### src/rtl/imem_responder_if.sv
// Fetch request/response bundle between an instruction requester (master)
// and the instruction memory responder (slave).
interface imem_responder_if;
  logic        req_valid;
  logic        req_ready;
  logic [31:0] req_addr;
  logic        rsp_valid;
  logic        rsp_ready;
  logic [31:0] rsp_instr;
  logic [31:0] rsp_addr;
  logic        rsp_err;
  logic        flush;

  modport master (
    output req_valid, req_addr, rsp_ready, flush,
    input  req_ready, rsp_valid, rsp_instr, rsp_addr, rsp_err
  );

  modport slave (
    input  req_valid, req_addr, rsp_ready, flush,
    output req_ready, rsp_valid, rsp_instr, rsp_addr, rsp_err
  );
endinterface

### src/rtl/imem_responder.sv
// Instruction memory responder: registered word read into a 2-entry response FIFO.
// Define IMEM_PROG_PORT_EN to compile in the prog_* word write port.
module imem_responder #(
  parameter int          DEPTH_WORDS = 256,
  parameter logic [31:0] NOP_WORD    = 32'h0000_0013
) (
  input logic             clk,
  input logic             reset,
  imem_responder_if.slave bus
`ifdef IMEM_PROG_PORT_EN
  ,
  input logic             prog_we,
  input logic [31:0]      prog_addr,
  input logic [31:0]      prog_wdata
`endif
);

  localparam int AW = $clog2(DEPTH_WORDS);

  typedef struct packed {
    logic [31:0] instr;
    logic [31:0] addr;
    logic        err;
  } entry_t;

  entry_t      head;
  entry_t      tail;
  entry_t      fresh;
  logic [1:0]  count;
  logic        push;
  logic        pop;
  logic        addr_bad;
  logic [31:0] rd_word;

  assign addr_bad = (bus.req_addr[1:0] != 2'b00) || (bus.req_addr[31:AW+2] != '0);

`ifdef IMEM_PROG_PORT_EN
  logic [31:0] mem [DEPTH_WORDS] = '{default: NOP_WORD};
  logic        prog_ok;

  assign prog_ok = (prog_addr[1:0] == 2'b00) && (prog_addr[31:AW+2] == '0);
  assign rd_word = mem[bus.req_addr[AW+1:2]];

  // No reset here: the array keeps its contents across reset and flush.
  always_ff @(posedge clk) begin
    if (prog_we && prog_ok) begin
      mem[prog_addr[AW+1:2]] <= prog_wdata;
    end
  end
`else
  assign rd_word = NOP_WORD;
`endif

  always_comb begin
    fresh       = '0;
    fresh.instr = addr_bad ? NOP_WORD : rd_word;
    fresh.addr  = bus.req_addr;
    fresh.err   = addr_bad;
  end

  // A full FIFO can still take a request when the head is popped in the same cycle.
  assign bus.req_ready = !reset && !bus.flush && ((count != 2'd2) || bus.rsp_ready);
  assign push          = bus.req_valid && bus.req_ready;
  assign pop           = bus.rsp_valid && bus.rsp_ready;

  assign bus.rsp_valid = (count != 2'd0);
  assign bus.rsp_instr = head.instr;
  assign bus.rsp_addr  = head.addr;
  assign bus.rsp_err   = head.err;

  always_ff @(posedge clk) begin
    if (reset) begin
      count <= 2'd0;
      head  <= '0;
      tail  <= '0;
    end else if (bus.flush) begin
      count <= 2'd0;
    end else begin
      case ({push, pop})
        2'b10: begin
          if (count == 2'd0) head <= fresh;
          else               tail <= fresh;
          count <= count + 2'd1;
        end
        2'b01: begin
          head  <= tail;
          count <= count - 2'd1;
        end
        2'b11: begin
          if (count == 2'd1) begin
            head <= fresh;
          end else begin
            head <= tail;
            tail <= fresh;
          end
        end
        default: ;
      endcase
    end
  end

endmodule

### src/flat_wrapper.sv
// flat-port wrapper written by rule: the top's interface ports become plain ports
module imem_responder_flat 
#(
  parameter int          DEPTH_WORDS = 256,
  parameter logic [31:0] NOP_WORD    = 32'h0000_0013
)
  (clk, reset, bus_req_valid, bus_req_addr, bus_rsp_ready, bus_flush, bus_req_ready, bus_rsp_valid, bus_rsp_instr, bus_rsp_addr, bus_rsp_err);
  imem_responder_if bus_i ();
  input logic clk;
  input logic reset;
  input wire logic [$bits(bus_i.req_valid)-1:0] bus_req_valid;
  input wire logic [$bits(bus_i.req_addr)-1:0] bus_req_addr;
  input wire logic [$bits(bus_i.rsp_ready)-1:0] bus_rsp_ready;
  input wire logic [$bits(bus_i.flush)-1:0] bus_flush;
  output wire logic [$bits(bus_i.req_ready)-1:0] bus_req_ready;
  output wire logic [$bits(bus_i.rsp_valid)-1:0] bus_rsp_valid;
  output wire logic [$bits(bus_i.rsp_instr)-1:0] bus_rsp_instr;
  output wire logic [$bits(bus_i.rsp_addr)-1:0] bus_rsp_addr;
  output wire logic [$bits(bus_i.rsp_err)-1:0] bus_rsp_err;
  assign bus_i.req_valid = bus_req_valid;
  assign bus_i.req_addr = bus_req_addr;
  assign bus_i.rsp_ready = bus_rsp_ready;
  assign bus_i.flush = bus_flush;
  assign bus_req_ready = bus_i.req_ready;
  assign bus_rsp_valid = bus_i.rsp_valid;
  assign bus_rsp_instr = bus_i.rsp_instr;
  assign bus_rsp_addr = bus_i.rsp_addr;
  assign bus_rsp_err = bus_i.rsp_err;
  imem_responder #(.DEPTH_WORDS(DEPTH_WORDS), .NOP_WORD(NOP_WORD)) u_core (.clk(clk), .reset(reset), .bus(bus_i));
endmodule
### config.mk
export PLATFORM = sky130hd
export DESIGN_NAME = imem_responder_flat
export DESIGN_NICKNAME = d
export VERILOG_FILES = /design/src/rtl/imem_responder_if.sv /design/src/rtl/imem_responder.sv /design/src/flat_wrapper.sv
export SDC_FILE = /design/constraint.sdc
export NUM_CORES = 1
export LEC_CHECK = 0
export CORE_ASPECT_RATIO = 2
export CORE_MARGIN = 4
export CORE_UTILIZATION = 30
export CTS_BUF_LIST = sky130_fd_sc_hd__clkbuf_16
export DETAILED_ROUTE_END_ITERATION = 10
export REMOVE_ABC_BUFFERS = 1
export SYNTH_ARGS = -nofsm -noshare
export SYNTH_HDL_FRONTEND = slang
export SYNTH_SLANG_ARGS = --single-unit
export TNS_END_PERCENT = 10
### constraint.sdc
create_clock -name clk -period 2.45 [get_ports clk]
set_clock_uncertainty 0.1 [all_clocks]
set_input_delay 0.49 -clock clk [delete_from_list [all_inputs] [get_ports clk]]
set_output_delay 0.49 -clock clk [all_outputs]
set_load 0.01 [all_outputs]
# After elaboration in Yosys (flattened, before gate mapping)
# Index checks and enable logic that the tools add are counted.
dict set report totals {
  reg_bits 132
}
dict set report classes {
  n_addsub 2
  n_bitwise 1
  n_eq_ne 8
  n_reduce_logical 18
  n_mux 7
}
# cell count
set op_table {}
lappend op_table {{two-way mux 65 bit} 4}
lappend op_table {{case mux 65 bit (3 select lines)} 1}
lappend op_table {{case mux 65 bit (2 select lines)} 1}
lappend op_table {{nonzero test 22 bit} 1}
lappend op_table {{nonzero test 2 bit} 4}
lappend op_table {{!= test 2 bit (second input constant)} 3}
lappend op_table {{equality test 2 x 1 -> 1 bit (second input constant)} 2}
lappend op_table {{equality test 2 bit (second input constant)} 2}
lappend op_table {{logical AND 1 bit} 4}
lappend op_table {{case mux 2 bit (2 select lines)} 1}
lappend op_table {{AND reduction 4 bit} 1}
lappend op_table {{AND reduction 3 bit} 1}
lappend op_table {{nonzero test 3 bit} 1}
lappend op_table {{adder 2 x 1 -> 2 bit (second input constant)} 1}
lappend op_table {{logical NOT 1 bit} 2}
lappend op_table {{logical NOT 2 bit} 1}
lappend op_table {{logical OR 1 bit} 2}
lappend op_table {{!= test 2 x 1 -> 1 bit (second input constant)} 1}
lappend op_table {{OR reduction 2 bit} 1}
lappend op_table {{subtractor 2 x 1 -> 2 bit (second input constant)} 1}
lappend op_table {{inverter 1 bit} 1}

# Longest topological paths before layout
dict set report depth {
  word_depth 7
  ltp_mapped 12
}

# Least setup slack after synthesis
# Ideal clock, no wire load.
dict set report synth_path {
  path_type {register to register}
  startpoint {register u_core.count[0]}
  endpoint {register u_core.head, in the netlist u_core.bus.rsp_err}
  path_stages_with_launch 12
  t_arrival_ps 2220
  setup_slack_ps 42
  required_ps 2262
  cell_sequence {dfxtp_1 > inv_1 > ha_1 > a211oi_1 > nand2_1 > inv_1 > ha_1 > nor2b_1 > o21a_2 > buf_2 > nand2_1 > a311oi_2}
}
dict set report synth_between {
  elab_chain_len 7
  elab_cells_between_ends 16
  cone_classes {eq/ne (6); mux (2); reduce/logical (8)}
}
# item line
set synth_rtl {}
lappend synth_rtl {{from (decl)} imem_responder.sv:29} ;# logic [1:0] count;
lappend synth_rtl {{from (signal assigned)} imem_responder.sv:83} ;# count <= count + 2'd1;
lappend synth_rtl {{from (signal assigned)} imem_responder.sv:87} ;# count <= count - 2'd1;
lappend synth_rtl {{!= test 2 bit *} imem_responder.sv:62} ;# assign bus.req_ready = !reset && !bus.flush && ((count != 2'd2) || bus.rsp_ready);
lappend synth_rtl {{logical OR 1 bit *} imem_responder.sv:62}
lappend synth_rtl {{logical AND 1 bit *} imem_responder.sv:62}
lappend synth_rtl {{net bus_req_ready} flat_wrapper.sv:15} ;# output wire logic [$bits(bus_i.req_ready)-1:0] bus_req_ready;
lappend synth_rtl {{logical AND 1 bit *} imem_responder.sv:63} ;# assign push = bus.req_valid && bus.req_ready;
lappend synth_rtl {{equality test 2 bit / equality test 2 x 1 -> 1 bit (equally long branches)} imem_responder.sv:79} ;# case ({push, pop})
lappend synth_rtl {{!= test 2 x 1 -> 1 bit (no line) / nonzero test 3 bit (equally long branches)} -}
lappend synth_rtl {{AND reduction 3 bit (no line)} -}
lappend synth_rtl {{to (signal assigned)} imem_responder.sv:81} ;# if (count == 2'd0) head <= fresh;
lappend synth_rtl {{to (signal assigned)} imem_responder.sv:86} ;# head <= tail;
lappend synth_rtl {{to (signal assigned)} imem_responder.sv:91} ;# head <= fresh;
lappend synth_rtl {{to (decl)} imem_responder.sv:26} ;# entry_t head;
# Mark *: on every way through the listed nets, which the timed path passes. The rest lies on a longest branch.
# A chain may end at the register's enable or synchronous reset.

# Final worst setup path
dict set report layout_path {
  startpoint {input bus_rsp_ready}
  endpoint {register u_core.head, in the netlist u_core.bus.rsp_addr[20]}
}
dict set report layout_between {
  elab_chain_len 6
  elab_cells_between_ends 11
  cone_classes {eq/ne (4); mux (1); reduce/logical (6)}
}
# item line
set layout_rtl {}
lappend layout_rtl {{from (decl)} flat_wrapper.sv:13} ;# input wire logic [$bits(bus_i.rsp_ready)-1:0] bus_rsp_ready;
lappend layout_rtl {{logical OR 1 bit} imem_responder.sv:62}
lappend layout_rtl {{logical AND 1 bit} imem_responder.sv:62}
lappend layout_rtl {{logical AND 1 bit} imem_responder.sv:63}
lappend layout_rtl {{equality test 2 bit / equality test 2 x 1 -> 1 bit (equally long branches)} imem_responder.sv:79}
lappend layout_rtl {{!= test 2 x 1 -> 1 bit (no line) / nonzero test 3 bit (equally long branches)} -}
lappend layout_rtl {{AND reduction 3 bit (no line)} -}
# Several ways; a longest one is shown, not always the timed one.

==> impl_metrics.toml <==
[placed_design]
place_congestion = 0.756
post-place-ws_ps = -354
place_hpwl_um = 5950
port_buffers = 74

[timing]
rsz0062_at_grt = "yes"
slew-limit-headroom_pct = 47.3
worst_pin_slew_ps = 791
slew_viol_final = 0
final-setup-viol-count = 0
hold_violations = 0
max_freq_mhz = 423
min_period_ps = 2360
fin_crit_sh_pct = 96.4
setup_ws_ps = 88.1
timing.hold.ws_ps = 327

[power]
ir_drop_v = 0.000429
power_density_nw_per_um2 = 725
intPower_mw = 2.52
power_leakage_nw = 1.62
clock_power_share_pct = 47.9
comb_power_share_pct = 14.3
swShare_pct = 22.7
p_seq_share_pct = 37.8
p_switching_mw = 0.741

[final_layout]
multi_input_comb_area_um2 = 1540
finalNetCount = 492
final_common_cell = "clkdlybuf4s50_1"
drive_above_1_share_pct = 13.7
regArea_um2 = 1400
syn2layout_area_growth_pct = 40.1
diodes = 0
fillCellCount = 1057
final_cell_mix = "clkdlybuf4s50_1 (72), nand2_1 (69), dfxtp_1 (69), nor2_1 (38), a21oi_1 (33)"

[die]
dieArea_um2 = 12500
die_w_um = 81.2
pin_count = 104
rows = 53
start_util_pct = 30.7
fp.dieH_um = 154
core_um2 = 10500

[routing]
drt_iter0_drc = 130
via_per_inst = 4.79
drc_errors = 0
wire_per_inst_um = 14.4
firstDrtPassIters = 5
wl_um = 8510
ant_nets = 0
vias = 2829

[worst_setup_path]
slowest_delay_ps = 460
start_kind = "primary input"
reg2regPathDepth = 11
path_delay_family = "buffers and inverters"
crit_start = "bus_rsp_ready"
critical_path_buf_inv_count = 4
worst-path-max-fanout = 6
path_depth = 11
reg2reg_from = "u_core.count[0]"
crit_arrival_ps = 2500
critical_path_class = "primary input to flip-flop"
slowest_stage = "clkdlybuf4s50_1"
crit_chain = "clkdlybuf4s50_1 -> inv_1 -> a211oi_2 -> nand2_1 -> inv_2 -> ha_4 -> nor2b_4 -> o21a_4 -> clkbuf_16 -> a22oi_1 -> a211oi_1"
critPathRequiredTime_ps = 2590
end_kind = "flip-flop"

[synth]
yosysTopAreaCell = "dfxtp_1"
ys_ff_latch = 70
yosysWarnings = 0
synth_area_per_cell_um2 = 8.62
postSynthCellCount = 373
synth_area_leaders = "dfxtp_1 (44%), nand2_1 (8.1%), buf_4 (7.7%)"
ys_types = 29
synth_top_area_share_pct = 43.6
synth-seq-area-share_pct = 43.6
syn_area_um2 = 3220

[clocking]
ctsRootBufferMaster = "clkbuf_16"
cts_htree_levels = 3
clock_path_buffers = 2
clk_latency_ps = 330
numClockSinks = 70
clkTransAtPathRegs_ps = 50
tritoncts.num_buffers = 9
tritoncts = "built"

[global_route]
grt_antenna_before_repair = 0
globalRouteTotalUtil_pct = 13.1
grt-ovfl-total = 0
grt_pass1_vias = 2602
grt_pass1_wl_um = 12700
grt_max_degree = 70

[hold_path]
min-delay-start = "reset"
whs_path_depth = 2
hold_class = "primary input to flip-flop"

[run_status]
status = "finished, final reports clean"

[flow_run]
drv_cap = 0
[cell usage after synthesis]
cell type,instances
dfxtp_1,70
nand2_1,69
nor2_1,38
a21oi_1,33
buf_4,33
a22oi_1,32
a211oi_1,21
a211oi_2,12
buf_2,11
clkbuf_1,9
inv_1,7
ha_1,6
nor4_1,6
buf_6,4
nor3_1,3
a311oi_2,2
buf_1,2
nor2b_1,2
o21ai_0,2
xor2_1,2
a2111oi_0,1
a221oi_4,1
conb_1,1
nand2b_1,1
nand2b_2,1
nand4_1,1
o211a_1,1
o211ai_1,1
o21a_2,1
[cell type report]
class                      count  area share (%)
clock inverter                 7            3.03
sequential                    70            31.1
multi-input combinational    265            34.2
clock buffer                   9            5.00
tap                          137            3.80
inverter                       7           0.583
timing repair buffer          96            22.2
[what timing repair did]
action / CTS / global route
gates resized for setup: 2 / 11
pin swaps: 0 / 13
setup buffers: 0 / 1
cloned: 0 / 4
hold buffers: 0 / 0
endpoints found under the setup margin: 29 / 63
[through the flow]
stage | setup TNS [ps] | instance area [um2] | instances | utilization (%) | power, mW
after detailed placement | -18320 | 4000 | 570 | 38.2 | 1.72
after global routing | -230 | 4510 | 591 | 43.0 | 3.40
after CTS | 0 | 4370 | 586 | 41.7 | 3.29
after floorplan | -26550 | 2930 | 342 | - | 1.47
final | 0 | 4510 | 591 | 43.0 | 3.27
after global placement | -10720 | 4000 | 570 | 38.2 | 1.72
[logic make-up (layout without fill, tap and decap cells)]
logic type,count (synthesis),after routing,share of synthesized area [%]
xor+xnor,2,2,0.545
simple gates,121,121,15.2
flops,70,70,43.6
other cells,1,29,0.117
compound gates,107,107,25.3
buf+inv,66,119,12.9
fa+ha+maj,6,6,2.33
[metal layers]
layer / GRT usage (%) / routed length, um / part of all wire (%)
met1: 13.6 / 3170 / 37
met5: 0 / 0 / 0
met4: 7.98 / 303 / 3.6
met3: 2.04 / 397 / 4.7
met2: 23.8 / 4640 / 55
[path summary, 6_finish.rpt]
path,endpoint,slack (ps)
worst max-delay path,u_core.bus.rsp_addr[20],90
worst min-delay path,u_core.count[1],330
worst max register to register,u_core.bus.rsp_addr[20],170
worst min register to register,u_core.tail[19],350
[power groups by stage]
| stage | Sequential, mW | Clock [mW] | Combinational, mW |
|---|---|---|---|
| 2_1_floorplan | 1.28 | 0 | 0.190 |
| 3_3_place_gp | 1.26 | 0 | 0.457 |
| 3_5_place_dp | 1.26 | 0 | 0.463 |
| 4_1_cts | 1.24 | 1.59 | 0.465 |
| 5_1_grt | 1.24 | 1.65 | 0.508 |
| 6_report | 1.24 | 1.56 | 0.468 |
[sequential cells by signal (all words and copies together) (netlist names)]
| name | count |
|---|---|
| u_core.count | 2 |
| u_core.bus.rsp_addr | 32 |
| u_core.bus.rsp_instr | 1 |
| u_core.bus.rsp_err | 1 |
| u_core.tail | 34 |
No activity file was read; power rests on OpenSTA's default activity.
